--- src/rtl/alu_operand_loader.sv ---
`default_nettype none
// ============================================================================
// Module     : alu_operand_loader
// Description: Debounced button-driven operand/opcode loader for an external
//              combinational ALU, with registered result and status flags.
// Revision   : 1.0 - initial release
// ============================================================================
module alu_operand_loader #(
  parameter int NB_DATA         = 8,
  parameter int NB_OP           = 6,
  parameter int DEBOUNCE_CYCLES = 4
) (
  input  logic               i_clk,
  input  logic               i_reset,
  input  logic [NB_DATA-1:0] i_switches,
  input  logic               i_btn_a,
  input  logic               i_btn_b,
  input  logic               i_btn_op,
  input  logic [NB_DATA-1:0] i_alu_res,
  input  logic               i_alu_carry,
  output logic [NB_DATA-1:0] o_alu_a,
  output logic [NB_DATA-1:0] o_alu_b,
  output logic [NB_OP-1:0]   o_alu_op,
  output logic [NB_DATA-1:0] o_res,
  output logic               o_carry,
  output logic               o_zero,
  output logic               o_valid,
  output logic [2:0]         o_loaded
);

  localparam int                NB_CNT     = $clog2(DEBOUNCE_CYCLES + 1);
  localparam logic [NB_CNT-1:0] C_CNT_LAST = NB_CNT'(DEBOUNCE_CYCLES - 1);

  logic [2:0] btn_raw;
  logic [2:0] pulse;

  assign btn_raw = {i_btn_op, i_btn_b, i_btn_a};

  genvar gi;
  generate
    for (gi = 0; gi < 3; gi = gi + 1) begin : g_btn
      logic              sync1_q;
      logic              sync2_q;
      logic              stable_q;
      logic              prev_q;
      logic [NB_CNT-1:0] cnt_q;

      always_ff @(posedge i_clk or negedge i_reset) begin
        if (!i_reset) begin
          sync1_q  <= 1'b0;
          sync2_q  <= 1'b0;
          stable_q <= 1'b0;
          prev_q   <= 1'b0;
          cnt_q    <= '0;
        end else begin
          sync1_q <= btn_raw[gi];
          sync2_q <= sync1_q;
          prev_q  <= stable_q;
          // Accept the new level on the D-th consecutive mismatching cycle.
          if (sync2_q != stable_q) begin
            if (cnt_q == C_CNT_LAST) begin
              stable_q <= sync2_q;
              cnt_q    <= '0;
            end else begin
              cnt_q <= cnt_q + 1'b1;
            end
          end else begin
            cnt_q <= '0;
          end
        end
      end

      assign pulse[gi] = stable_q & ~prev_q;
    end
  endgenerate

  logic               load_a;
  logic               load_b;
  logic               load_op;
  logic [2:0]         loaded_d;
  logic               capture_d;

  logic [NB_DATA-1:0] alu_a_q;
  logic [NB_DATA-1:0] alu_b_q;
  logic [NB_OP-1:0]   alu_op_q;
  logic [NB_DATA-1:0] res_q;
  logic               carry_q;
  logic               zero_q;
  logic               valid_q;
  logic               capture_q;
  logic [2:0]         loaded_q;

  // Fixed priority A > B > OP; lower simultaneous pulses are dropped.
  always_comb begin
    load_a    = pulse[0];
    load_b    = pulse[1] & ~pulse[0];
    load_op   = pulse[2] & ~pulse[1] & ~pulse[0];
    loaded_d  = loaded_q | {load_op, load_b, load_a};
    capture_d = (load_a | load_b | load_op) && (loaded_d == 3'b111);
  end

  always_ff @(posedge i_clk or negedge i_reset) begin
    if (!i_reset) begin
      alu_a_q   <= '0;
      alu_b_q   <= '0;
      alu_op_q  <= '0;
      res_q     <= '0;
      carry_q   <= 1'b0;
      zero_q    <= 1'b0;
      valid_q   <= 1'b0;
      capture_q <= 1'b0;
      loaded_q  <= 3'b000;
    end else begin
      if (load_a)  alu_a_q  <= i_switches;
      if (load_b)  alu_b_q  <= i_switches;
      if (load_op) alu_op_q <= i_switches[NB_OP-1:0];
      loaded_q  <= loaded_d;
      capture_q <= capture_d;
      // Capture one cycle after the load so the ALU sees the new operands.
      if (capture_q) begin
        res_q   <= i_alu_res;
        carry_q <= i_alu_carry;
        zero_q  <= (i_alu_res == '0);
        valid_q <= 1'b1;
      end
    end
  end

  assign o_alu_a  = alu_a_q;
  assign o_alu_b  = alu_b_q;
  assign o_alu_op = alu_op_q;
  assign o_res    = res_q;
  assign o_carry  = carry_q;
  assign o_zero   = zero_q;
  assign o_valid  = valid_q;
  assign o_loaded = loaded_q;

endmodule
`default_nettype wire

--- config.mk ---
export PLATFORM = sky130hd
export DESIGN_NAME = alu_operand_loader
export DESIGN_NICKNAME = d
export VERILOG_FILES = /design/src/rtl/alu_operand_loader.sv
export SDC_FILE = /design/constraint.sdc
export NUM_CORES = 1
export LEC_CHECK = 0
export CAP_MARGIN = 5
export CORE_UTILIZATION = 43
export CTS_CLUSTER_DIAMETER = 100
export DETAILED_ROUTE_END_ITERATION = 16
export PLACE_DENSITY_LB_ADDON = 0.08
export SYNTH_ARGS = -nofsm -noshare
export SYNTH_HDL_FRONTEND = slang
export SYNTH_SLANG_ARGS = --single-unit
--- constraint.sdc ---
create_clock -name i_clk -period 1.65 [get_ports i_clk]
set_input_delay 0.4125 -clock i_clk [delete_from_list [all_inputs] [get_ports i_clk]]
set_output_delay 0.4125 -clock i_clk [all_outputs]
set_load 0.03 [all_outputs]
After elaboration in Yosys (flattened, before gate mapping)

Index checks and enable logic that the tools add are counted.

Memories kept: 0
Flip-flop bits (word level): 58
Memory bits (read-only): 0
Output and inout port bits: 36
Bits in latches: 0
Memory bits (writable): 0

Shifts and indexed selects: 0
Magnitude comparators: 0
Multipliers: 0
Equality and inequality tests: 7
Mux-type cells: 6
Div/mod/pow operators: 0
Bitwise logic cells: 14
Reductions and logical operators: 5
$add $sub $neg: 3

Operators by type and width:

| cell                                                                  | number |
|---|---|
| 3-bit 2-to-1 mux                                                      | 6 |
| 3-bit by 1-bit adder with 3-bit output, second input constant         | 3 |
| 3-bit by 2-bit equality test with 1-bit output, second input constant | 3 |
| 8-bit logical NOT                                                     | 1 |
| 1-bit bitwise AND                                                     | 6 |
| 2-bit AND reduction                                                   | 3 |
| 1-bit NOT                                                             | 5 |
| 3-bit equality test, second input constant                            | 1 |
| 1-bit inequality test                                                 | 3 |
| 3-bit bitwise OR                                                      | 1 |
| 1-bit bitwise OR                                                      | 2 |
| 1-bit logical AND                                                     | 1 |

Longest topological paths before layout

Depth in word-level cells: 8
Depth in mapped cells: 5
Mapped depth without buffers: 3

Least setup slack after synthesis

Ideal clock, no wire load.

Path kind: flip-flop to flip-flop
Start: register g_btn[0].stable_q
End: register alu_op_q[0] (netlist: o_alu_op[0])
Cell stages (with the launch flop): 6
Path slack: -0.058 ns
Clock period less this slack: 1.708 ns
Arrival time: 1.583 ns
Required time: 1.525 ns
Path through: dfrtp_1 nor2b_4 buf_6 or4b_4 buf_6 mux2_4

Word-level cells in the longest chain between the ends: 3

Ends and longest elaborated chain:

| element                | line | text |
|---|---|---|
| from (decl)            | 44   | `logic stable_q;` |
| from (signal assigned) | 62   | `stable_q <= sync2_q;` |
| 1-bit bitwise AND      | 73   | `assign pulse[gi] = stable_q & ~prev_q;` |
| 1-bit NOT              | 97   | `load_op = pulse[2] & ~pulse[1] & ~pulse[0];` |
| 1-bit bitwise AND      | 97   |  |
| to (signal assigned)   | 116  | `if (load_op) alu_op_q <= i_switches[NB_OP-1:0];` |
| to (decl)              | 85   | `logic [NB_OP-1:0] alu_op_q;` |

Every way passes these cells.
A chain may end at the register's enable or synchronous reset.

Worst setup path after layout

Ends and elaborated chain as after synthesis.

==> impl_metrics.json <==
{
  "outcome": "finished, final reports clean",
  "die_area_um2": 5310,
  "drt_iter0_drc": 45,
  "synthTopCellsByArea": "dfrtp_1 67%, mux2_2 10%, nand2_1 4.5%",
  "grt_start_max_net_pins": 59,
  "slowest_delay_ns": 0.61,
  "finalClockSkew_ns": 0.00498,
  "coreArea_um2": 4790,
  "pin_count": 58,
  "min_period_ns": 1.56,
  "power_frac_comb": 0.419,
  "finalSetupViolCount": 0,
  "critPathKind": "register to register",
  "p_sw_uw": 2330,
  "rsz0062_at_grt": "no",
  "hold_viol": 0,
  "yosysMostFrequentCell": "dfrtp_1",
  "final_util": 0.633,
  "start_util": 0.451,
  "end_kind": "register",
  "path_buf_inv": 0,
  "power_density_nw_per_um2": 2090,
  "clkTransAtPathRegs_ns": 0.06,
  "r2r-start": "g_btn[0].stable_q",
  "power.leakage_uw": 0.00144,
  "worst_pin_slew_ns": 0.429,
  "wl_per_cell_um": 14.1,
  "fin_nets": 247,
  "power_switching_share": 0.367,
  "cp_data_arrival_time_ns": 1.76,
  "holdCritPathClass": "primary input to asynchronous set/reset pin",
  "rows": 25,
  "worst_slack_ns": 0.0871,
  "netlist.area_leader.share": 0.672,
  "worstRegToRegCells": 3,
  "fmax_mhz": 640,
  "seqPwrFrac": 0.359,
  "max_slew_margin": 0.714,
  "htreeDepth": 3,
  "numCtsBuffers": 9,
  "cts_buffer_depth": 2,
  "ant_nets": 0,
  "layout-drive-gt1-share": 0.242,
  "grt_pass1_vias": 1480,
  "yosysSeqAreaShare": 0.672,
  "crit_family": "simple AND/OR/NAND/NOR gates",
  "ys_ff_latch": 58,
  "vias_per_cell": 4.66,
  "fin_crit_sh": 0.947,
  "drc": 0,
  "synth_edf_count": 0,
  "antenna_cells": 0,
  "crit_fanout": 8,
  "grt_usage": 0.179,
  "synth_ff_type": "dfrtp_1",
  "die_w_um": 72.9,
  "cts_tree": "built",
  "cp.required_ns": 1.85,
  "grt.overflow.total": 0,
  "synth_common_cells": "58 x dfrtp_1, 26 x nand2_1, 20 x mux2_2",
  "pwr-share-clk": 0.222,
  "syn2layout_area_growth_pct": 40.4,
  "antenna_found_initial": 0,
  "die_height_um": 72.9,
  "post_cts_buffers": 0,
  "syn-cell-area_um2": 2160,
  "wl_um": 4140,
  "drtPass1Iterations": 4,
  "synth_cell_types": 24,
  "start_kind": "register",
  "cp_cell_sequence": "nor2b_4 > or4b_4 > mux2_4",
  "async_flop_share": 1.00,
  "postPlaceCellArea_um2": 2860,
  "place.gp.congestion": 0.721,
  "port_buffers": 57,
  "cts-root-buf": "clkbuf_8",
  "insertion_delay_ns": 0.32,
  "cap_violations": 0,
  "syn_avg_cell_area_um2": 14.5,
  "r2r_end": "o_alu_op[0]",
  "vias": 1371,
  "synth_area_leader_cell": "dfrtp_1",
  "syn_inst": 149,
  "grt_pass1_wl_um": 6990,
  "fin_area_um2": 3030,
  "dp_hpwl_um": 2970,
  "rrSetupSlack_ns": 0.09,
  "hold_buffers": 0,
  "p_int_uw": 4010,
  "peakVddDrop_mv": 1.50,
  "cpMaxStageDelayCell": "or4b_4",
  "yosysWarningCount": 0,
  "syn_nets": 174,
  "pre_cts_slack_ns": 0.0872,
  "slew_viol_final": 0,
  "cts_sinks": 58
}
==> registers in the layout (all words and copies together), names as in the netlist <==
register	cells
g_btn.sync1_q	3
g_btn.sync2_q	3
g_btn.cnt_q	9
o_valid	1
o_zero	1
capture_q	1
o_res	8
o_carry	1
o_alu_op	6
o_loaded	3
o_alu_b	8
o_alu_a	8
g_btn.stable_q	3
g_btn.prev_q	3
==> layout by cell type, fill, tap and decap left out, types with 4 or more instances in the layout <==
cell and n:
dfrtp_1 58, dlygate4sd2_1 36, nand2_1 26, mux2_2 20, clkdlybuf4s50_1 20, clkbuf_8 10
buf_4 8, nor3b_1 6, mux2_4 6, clkinv_2 4
==> stage by stage <==
step | hold slack (ns) | power (µW) | TNS [ns] | std cells
2_1_floorplan | 0.117 | 4050 | -0.346 | 149
3_3_place_gp | 0.334 | 5180 | 0 | 278
3_5_place_dp | 0.338 | 5290 | 0 | 278
4_1_cts | 0.0927 | 6420 | 0 | 294
5_1_grt | 0.0992 | 6720 | 0 | 294
6_report | 0.0914 | 6340 | 0 | 294
==> cell type report <==
class / instances / area, µm²
Sequential cell: 58 / 1450
Inverter: 2 / 7.51
Tap cell: 67 / 83.8
Clock inverter: 6 / 80.1
Clock buffer: 10 / 138
Fill cell: 403 / 1750
Timing Repair Buffer: 66 / 601
Multi-Input combinational cell: 85 / 671
==> worst max path at each step <==
stage,slack [ns],cells past startpoint,from,end
after floorplan,-0.06,5,g_btn[0].stable_q,o_alu_op[0]
after global placement,0.12,3,g_btn[0].stable_q,o_alu_op[5]
after detailed placement,0.09,3,g_btn[0].stable_q,o_alu_op[4]
after CTS,0.08,3,g_btn[0].stable_q,o_alu_op[1]
after global routing,0.008,5,g_btn[0].stable_q,o_alu_b[5]
final,0.09,3,g_btn[0].stable_q,o_alu_op[0]
==> worst register-to-register path, cell delays in order, from the launching register on <==
cell and delay (ns):
dfrtp_1 0.38, nor2b_4 0.13, or4b_4 0.61, mux2_4 0.33
==> routing by layer <==
metal | track usage | up-vias | part of all wire | wire, µm
met4 | 0.0850 | 0 | 0.014 | 58
li1 | - | 648 | - | -
met1 | 0.217 | 683 | 0.45 | 1840
met2 | 0.297 | 35 | 0.50 | 2080
met3 | 0.0511 | 5 | 0.037 | 155
met5 | 0 | - | 0 | 0
==> power groups by stage <==
stage / logic [µW] / clock network [µW] / registers [µW]
3_3_place_gp: 2870 / 0 / 2310
5_1_grt: 2860 / 1500 / 2360
2_1_floorplan: 1020 / 0 / 3040
4_1_cts: 2690 / 1440 / 2290
6_report: 2660 / 1410 / 2280
3_5_place_dp: 2960 / 0 / 2320
==> cells by family (layout without fill, tap and decap cells) <==
kind of cell | count (synthesis) | count (layout) | synth area share
DFF | 58 | 58 | 0.672
and+or+nand+nor | 50 | 50 | 0.127
muxes | 26 | 26 | 0.146
buffers and inverters | 6 | 84 | 0.0174
adders and majority gates | 3 | 3 | 0.0174
AOI/OAI and AO/OA | 3 | 3 | 0.00811
xor gates and xnor gates | 3 | 3 | 0.0122
==> what timing repair did <==
action	4_1_cts	5_1_grt
endpoints found under the hold margin	0	0
endpoints found under the setup margin	36	0
resized for setup	36	0
Power figures use the tool's default switching activity.
